File: config.mk
export PLATFORM = sky130hd
export DESIGN_NAME = aes128_key_sched_top
export DESIGN_NICKNAME = d
export VERILOG_FILES = /design/src/rtl/aes128_key_sched_top.sv
export SDC_FILE = /design/constraint.sdc
export NUM_CORES = 2
export LEC_CHECK = 0
export CORE_ASPECT_RATIO = 0.5
export CORE_MARGIN = 8
export CORE_UTILIZATION = 35
export DETAILED_ROUTE_END_ITERATION = 7
export REMOVE_ABC_BUFFERS = 1
export SLEW_MARGIN = 25
export SYNTH_ARGS = -nofsm -noshare
export SYNTH_HDL_FRONTEND = slang
export SYNTH_SLANG_ARGS = --single-unit
File: constraint.sdc
create_clock -name clk -period 18.2 [get_ports clk]
set_clock_uncertainty 0.05 [all_clocks]
set_input_delay 3.64 -clock clk [delete_from_list [all_inputs] [get_ports clk]]
set_output_delay 3.64 -clock clk [all_outputs]
set_load 0.005 [all_outputs]
File: src/rtl/aes128_key_sched_top.sv
// rtl/aes128_key_sched_top.sv - iterative AES-128 key expansion, one round key per clock
//   clk : rising-edge clock
//   rst : asynchronous active-low reset; clears the round key and restarts the schedule
//   key : 128-bit cipher key, w0 in [127:96] .. w3 in [31:0]; sampled only on the load edge
//   out : registered current round key (round 0 = key, then rounds 1..10, then holds)
module aes128_key_sched_top (
    input  logic         clk,
    input  logic         rst,
    input  logic [127:0] key,
    output logic [127:0] out
);

    logic [127:0] rk;
    logic [3:0]   rnd;
    logic [7:0]   rcon;

    function automatic logic [7:0] xtime(input logic [7:0] a);
        return {a[6:0], 1'b0} ^ (a[7] ? 8'h1b : 8'h00);
    endfunction

    function automatic logic [7:0] gmul(input logic [7:0] a, input logic [7:0] b);
        logic [7:0] p;
        logic [7:0] aa;
        p  = 8'h00;
        aa = a;
        for (int i = 0; i < 8; i++) begin
            if (b[i]) p = p ^ aa;
            aa = xtime(aa);
        end
        return p;
    endfunction

    // Multiplicative inverse as a^254 = a^2 * a^4 * ... * a^128; maps 0 to 0
    // as the S-box requires, then the FIPS-197 affine transform.
    function automatic logic [7:0] sbox(input logic [7:0] a);
        logic [7:0] sq;
        logic [7:0] inv;
        sq  = a;
        inv = 8'h01;
        for (int i = 1; i < 8; i++) begin
            sq  = gmul(sq, sq);
            inv = gmul(inv, sq);
        end
        return inv
             ^ {inv[6:0], inv[7]}
             ^ {inv[5:0], inv[7:6]}
             ^ {inv[4:0], inv[7:5]}
             ^ {inv[3:0], inv[7:4]}
             ^ 8'h63;
    endfunction

    logic [31:0]  w0, w1, w2, w3;
    logic [31:0]  rot, sub, t;
    logic [31:0]  n0, n1, n2, n3;

    always_comb begin
        w0  = rk[127:96];
        w1  = rk[95:64];
        w2  = rk[63:32];
        w3  = rk[31:0];
        rot = {w3[23:0], w3[31:24]};
        sub = {sbox(rot[31:24]), sbox(rot[23:16]), sbox(rot[15:8]), sbox(rot[7:0])};
        t   = sub ^ {rcon, 24'h000000};
        n0  = w0 ^ t;
        n1  = w1 ^ n0;
        n2  = w2 ^ n1;
        n3  = w3 ^ n2;
    end

    // rnd 0: load key; rnd 1..10: expand; rnd 11: done, everything holds.
    always_ff @(posedge clk or negedge rst) begin
        if (!rst) begin
            rk   <= 128'h0;
            rnd  <= 4'd0;
            rcon <= 8'h01;
        end else if (rnd == 4'd0) begin
            rk  <= key;
            rnd <= 4'd1;
        end else if (rnd <= 4'd10) begin
            rk   <= {n0, n1, n2, n3};
            rnd  <= rnd + 4'd1;
            rcon <= xtime(rcon);
        end
    end

    assign out = rk;

endmodule

# Yosys cells after proc, flatten, opt, wreduce, memory -nomap -nowiden
# Cells that the tools add are included.
# totals
ff_bits,140
input_bits,130
output_inout_bits,128
elab_cells,1608
# op_classes
add_sub_neg,1
n_lt_le_gt_ge,1
mux,817
bitwise,783
reduce_logical,3
# op_table
cell,count
2-to-1 mux 8 bit,420
bitwise XOR 8 bit,380
bitwise XOR 8 x 5 -> 8 bit,365
2-to-1 mux 5 bit,369
2-to-1 mux 128 bit,2
bitwise XOR 32 bit,5
2-to-1 mux 7 bit,4
"NOT 1 bit, first input constant",28
2-to-1 mux 4 bit,6
2-to-1 mux 6 bit,4
NOT 4 bit,4
2-to-1 mux 3 bit,4
2-to-1 mux 2 bit,4
"adder 4 x 1 -> 4 bit, second input constant",1
"less-or-equal comparator 4 bit, second input constant",1
zero test 4 bit,1
2-to-1 mux 1 bit,4
AND reduction 2 bit,1
nonzero test 2 bit,1
NOT 1 bit,1

# Depth between registers and ports, before layout
# logic_depth
word_depth,139
depth_mapped,68
mapped_depth_nobuf,56

# Worst setup path after synthesis
# Ideal clock, no wire load.
# synth_path
kind,register to register
start,register rk[23] (netlist: out[23])
end,register rk[24] (netlist: out[24])
setup_time_ns,0.126
t_arrival_ns,15.106
required_ns,18.024
path_slack_ns,2.918
path_stages_with_launch,58
path_buffers,8
synth_period_minus_slack_ns,15.282
path_cell_list,dfrtp_1 -> buf_4 -> buf_4 -> buf_2 -> nand2_1 -> xnor2_1 -> inv_1 -> buf_2 -> buf_2 -> ha_1 -> clkbuf_1 -> and3_1 -> mux2i_1 -> xor2_1 -> xnor2_1 -> inv_1 -> buf_2 -> ha_1 -> [22 not listed] -> xnor3_2 -> xnor3_1 -> xnor3_1 -> nor2_1 -> xor3_1 -> xnor3_1 -> xor3_2 -> xnor3_2 -> xor2_1 -> nor2_1 -> xor2_1 -> xnor3_1 -> xor3_2 -> xor2_4 -> xnor3_1 -> xnor2_2 -> o21ai_0 -> a221o_1
# synth_between
elab_chain_len,136
elab_cells_between_ends,393
# synth_rtl
item,line_no,source
from (decl),13,logic [127:0] rk;
from (signal assigned),77,rk <= key;
from (signal assigned),80,"rk <= {n0, n1, n2, n3};"
2-to-1 mux 5 bit or 2-to-1 mux 8 bit (tied branches),"18, 27",
bitwise XOR 8 x 5 -> 8 bit or bitwise XOR 8 bit (tied branches),"18, 27",
bitwise XOR 8 bit or 2-to-1 mux 8 bit (tied branches),27,if (b[i]) p = p ^ aa;
2-to-1 mux 8 bit or bitwise XOR 8 bit (tied branches),27,
bitwise XOR 8 bit or 2-to-1 mux 8 bit (tied branches),27,
2-to-1 mux 8 bit or bitwise XOR 8 bit (tied branches),27,
bitwise XOR 8 bit or 2-to-1 mux 8 bit (tied branches),27,
2-to-1 mux 8 bit or bitwise XOR 8 bit (tied branches),27,
[120 not listed],n/a,
NOT 4 bit (no line) *,n/a,
bitwise XOR 32 bit *,63,"t = sub ^ {rcon, 24'h000000};"
bitwise XOR 32 bit *,64,n0 = w0 ^ t;
bitwise XOR 32 bit *,65,n1 = w1 ^ n0;
bitwise XOR 32 bit *,66,n2 = w2 ^ n1;
bitwise XOR 32 bit *,67,n3 = w3 ^ n2;
2-to-1 mux 128 bit *,79,end else if (rnd <= 4'd10) begin
2-to-1 mux 128 bit *,76,end else if (rnd == 4'd0) begin
# Mark *: on every way between the ends. The rest lies on a longest branch, timed or not. The select of a mux whose other input is x is not followed.
# A chain may end at the register's enable or synchronous reset.

# Worst setup path after layout
# layout_path
start,register rk[24] (netlist: out[24])
end,register rk[6] (netlist: out[6])
# layout_between
elab_chain_len,135
elab_cells_between_ends,390
# layout_rtl
item,line_no
2-to-1 mux 8 bit,27
bitwise XOR 8 bit,27
2-to-1 mux 8 bit,27
bitwise XOR 8 bit,27
2-to-1 mux 8 bit,27
bitwise XOR 8 bit,27
2-to-1 mux 8 bit,27
bitwise XOR 8 bit,27
[119 not listed],n/a
NOT 4 bit (no line) *,n/a
bitwise XOR 32 bit *,63
bitwise XOR 32 bit *,64
bitwise XOR 32 bit *,65
bitwise XOR 32 bit *,66
bitwise XOR 32 bit *,67
2-to-1 mux 128 bit *,79
2-to-1 mux 128 bit *,76
# Marked as above.

==> metrics.yaml <==
worst_hold_path:
  hold_class: "reg -> reg"
  min_to: "rcon[0]"
  holdPathStages: 2
  hp-start: "rcon[0]"
synthesis:
  ys_seq_area_frac: 0.0559
  synthFlopType: "dfrtp_1"
  postSynthAreaPerCell_um2: 7.57
  synth_seq_cells: 140
  syn-cell-area_um2: 62600
  async_flop_share: 1.00
  syn_inst: 8278
  ys_warn_count: 0
  synth_cell_types: 113
  synth-edff-count: 0
drt:
  via_count: 58871
  viasPerCell: 5.48
  drtIter0Drc: 5703
  drt_pass1_iterations: 6
  wl_per_cell_um: 18.6
  ant_nets: 0
  drc: 0
  finalWirelength_mm: 200
floorplanning:
  start_util: 0.353
  io_pins: 258
  coreArea_um2: 177000
  die_h_um: 315
  std_cell_rows: 109
  die_area_um2: 194000
  die_x_um: 614
placement:
  numPortBuffers: 257
  dp_hpwl_mm: 148
  gp_congestion: 0.912
  place_ws_ns: 0.284
timing:
  final.setup.tns_ns: 0
  timing.final.crit_share: 0.947
  slew_headroom: 0.302
  rsz0062_at_grt: "false"
  tightest_slew_ns: 1.04
  period_minus_slack_ns: 17.23
  setup_viol: 0
  layout_setup_ws_ns: 0.973
  finalHoldViolCount: 0
  fmax_mhz: 58.0
  slew_violations: 0
worst_setup_path:
  reg2reg_slack_ns: 0.97
  critPathKind: "reg -> reg"
  end_kind: "flop"
  reg2reg_to: "out[6]"
  worstPathMaxFanout: 24
  cp_top_family: "XOR/XNOR gates"
  slowest_delay_ns: 0.76
  cp.required_ns: 18.50
  r2r_start: "out[24]"
  worstPathArrival_ns: 17.52
  path_buf_inv: 1
  ff2ff_path_depth: 50
  cpMostUsedCell: "xnor3_1"
  cp-start-kind: "flop"
  cpMaxStageDelayCell: "xnor3_1"
global_routing:
  grt_pass1_vias: 54116
  grt_remaining_overflow: 0
  grt_max_degree: 104
  grt_pass1_wl_mm: 315
  antenna_found_initial: 9
  grt_usage: 0.195
finish:
  post-route-util: 0.394
  final_cell_mix: "xnor2_1 (1486), nor2_1 (1267), nand2_1 (816)"
  fillCellCount: 18245
  drive_gt1_frac: 0.0857
  area_delta_synth_final_pct: 11.5
  fin_nets: 8481
  final_common_cell: "xnor2_1"
cts:
  cts_tree: "done"
  cts_buffers: 17
  clk_root_buffer_cell: "clkbuf_16"
  htreeDepth: 4
  cts_sinks: 140
  clk_latency_ns: 0.47
  clockBufferDepth: 2
  cts.clk_slew.worst_paths_ns: 0.07
run_status:
  status: "finished, final reports clean"
job:
  maxCapViolCount: 0
## flip-flops by register name, summed over array words and instances (netlist names)
name / flops
rnd: 4
rcon: 8
out: 128
## worst register-to-register path: cells and delay by family (launching register included)
kind / cells / cell delay (ns)
buffers and inverters: 1 / 0.31
flip-flops: 1 / 0.50
adder cells (fa/ha/maj): 2 / 1.08
AO/OA/AOI/OAI: 6 / 1.02
AND/OR/NAND/NOR: 6 / 1.01
XOR/XNOR: 33 / 12.72
multiplexers: 2 / 0.42
## metal layers
metal,GRT usage,up-vias,wire (um)
li1,-,28579,-
met1,0.270,28243,90400
met2,0.329,1818,94400
met3,0.00939,231,9420
met4,0.0600,0,5760
met5,0,-,0
## worst max-delay path by stage
stage / from / to / slack [ns] / cells after the start
detailed placement: out[24] / out[1] / 0.28 / 48
finish: out[24] / out[6] / 0.97 / 50
global placement: out[24] / out[6] / 0.46 / 48
floorplan: out[23] / out[24] / -0.85 / 51
global route: out[24] / out[6] / 0.05 / 50
CTS: out[24] / out[1] / 0.21 / 49
## cell usage after synthesis (21+ instances only)
cell	instances	share of area
nor3b_1	33	0.0040
dfrtp_1	139	0.056
or3_1	39	0.0039
o211ai_1	57	0.0068
inv_1	104	0.0062
and2_1	43	0.0043
o21ai_1	34	0.0027
mux2i_1	195	0.031
nand3_1	167	0.013
and3_1	36	0.0036
clkbuf_1	380	0.023
buf_1	45	0.0027
a22oi_1	56	0.0067
a32oi_1	21	0.0029
xor3_1	42	0.016
nand2_1	817	0.049
xnor2_2	73	0.019
a211oi_1	66	0.0079
nand4_1	22	0.0022
a31oi_1	77	0.0077
o22ai_1	146	0.015
xor2_1	437	0.061
a21oi_1	509	0.041
o21ai_0	418	0.033
or2_2	22	0.0022
xor2_2	27	0.0070
buf_2	119	0.0095
nor3_1	212	0.017
a221oi_1	25	0.0035
o21a_1	27	0.0032
xnor2_1	1545	0.22
nand2b_1	57	0.0057
xnor3_1	421	0.15
mux2_2	40	0.0072
ha_1	22	0.0044
nor2_1	1269	0.076
nor2b_1	53	0.0053
o31ai_1	27	0.0032
o221ai_1	26	0.0036
## metrics by stage
stage	cell area [um2]	hold slack [ns]	std cells
2_1_floorplan	60300	0.410	7714
3_3_place_gp	68700	0.424	10686
3_5_place_dp	68700	0.435	10686
4_1_cts	69400	0.444	10718
5_1_grt	69800	0.461	10737
6_report	69800	0.440	10737
## area by class of cell
cell class	count	area, um2	share of cell area
multi-input combinational	7450	57000	0.817
timing repair buffer	596	5160	0.0739
sequential	140	3510	0.0502
tap	2386	2990	0.0427
inverter	124	465	0.00666
clock buffer	17	425	0.00609
clock inverter	15	238	0.00340
antenna	9	22.5	0.000322
## cell families (layout without fill, tap and decap cells)
group,after synthesis,count (layout),synth area share
compound gates,1759,1759,0.177
xor+xnor,2572,2572,0.482
fa+ha+maj,24,24,0.00471
buf+inv,688,752,0.0449
flops,140,140,0.0559
mux,241,241,0.0395
other cells,0,9,0
simple gates,2854,2854,0.197
## what timing repair did
| item | 4_1_cts | 5_1_grt |
|---|---|---|
| resized for setup | 0 | 35 |
| hold buffers | 0 | 0 |
| hold endpoints to repair | 0 | 0 |
| endpoints found under the setup margin | 0 | 75 |
| buffers inserted | 0 | 8 |
Power is left out: the tool's default activity adds up to more than one toggle a clock period on the data nets, which glitch-free logic cannot reach.
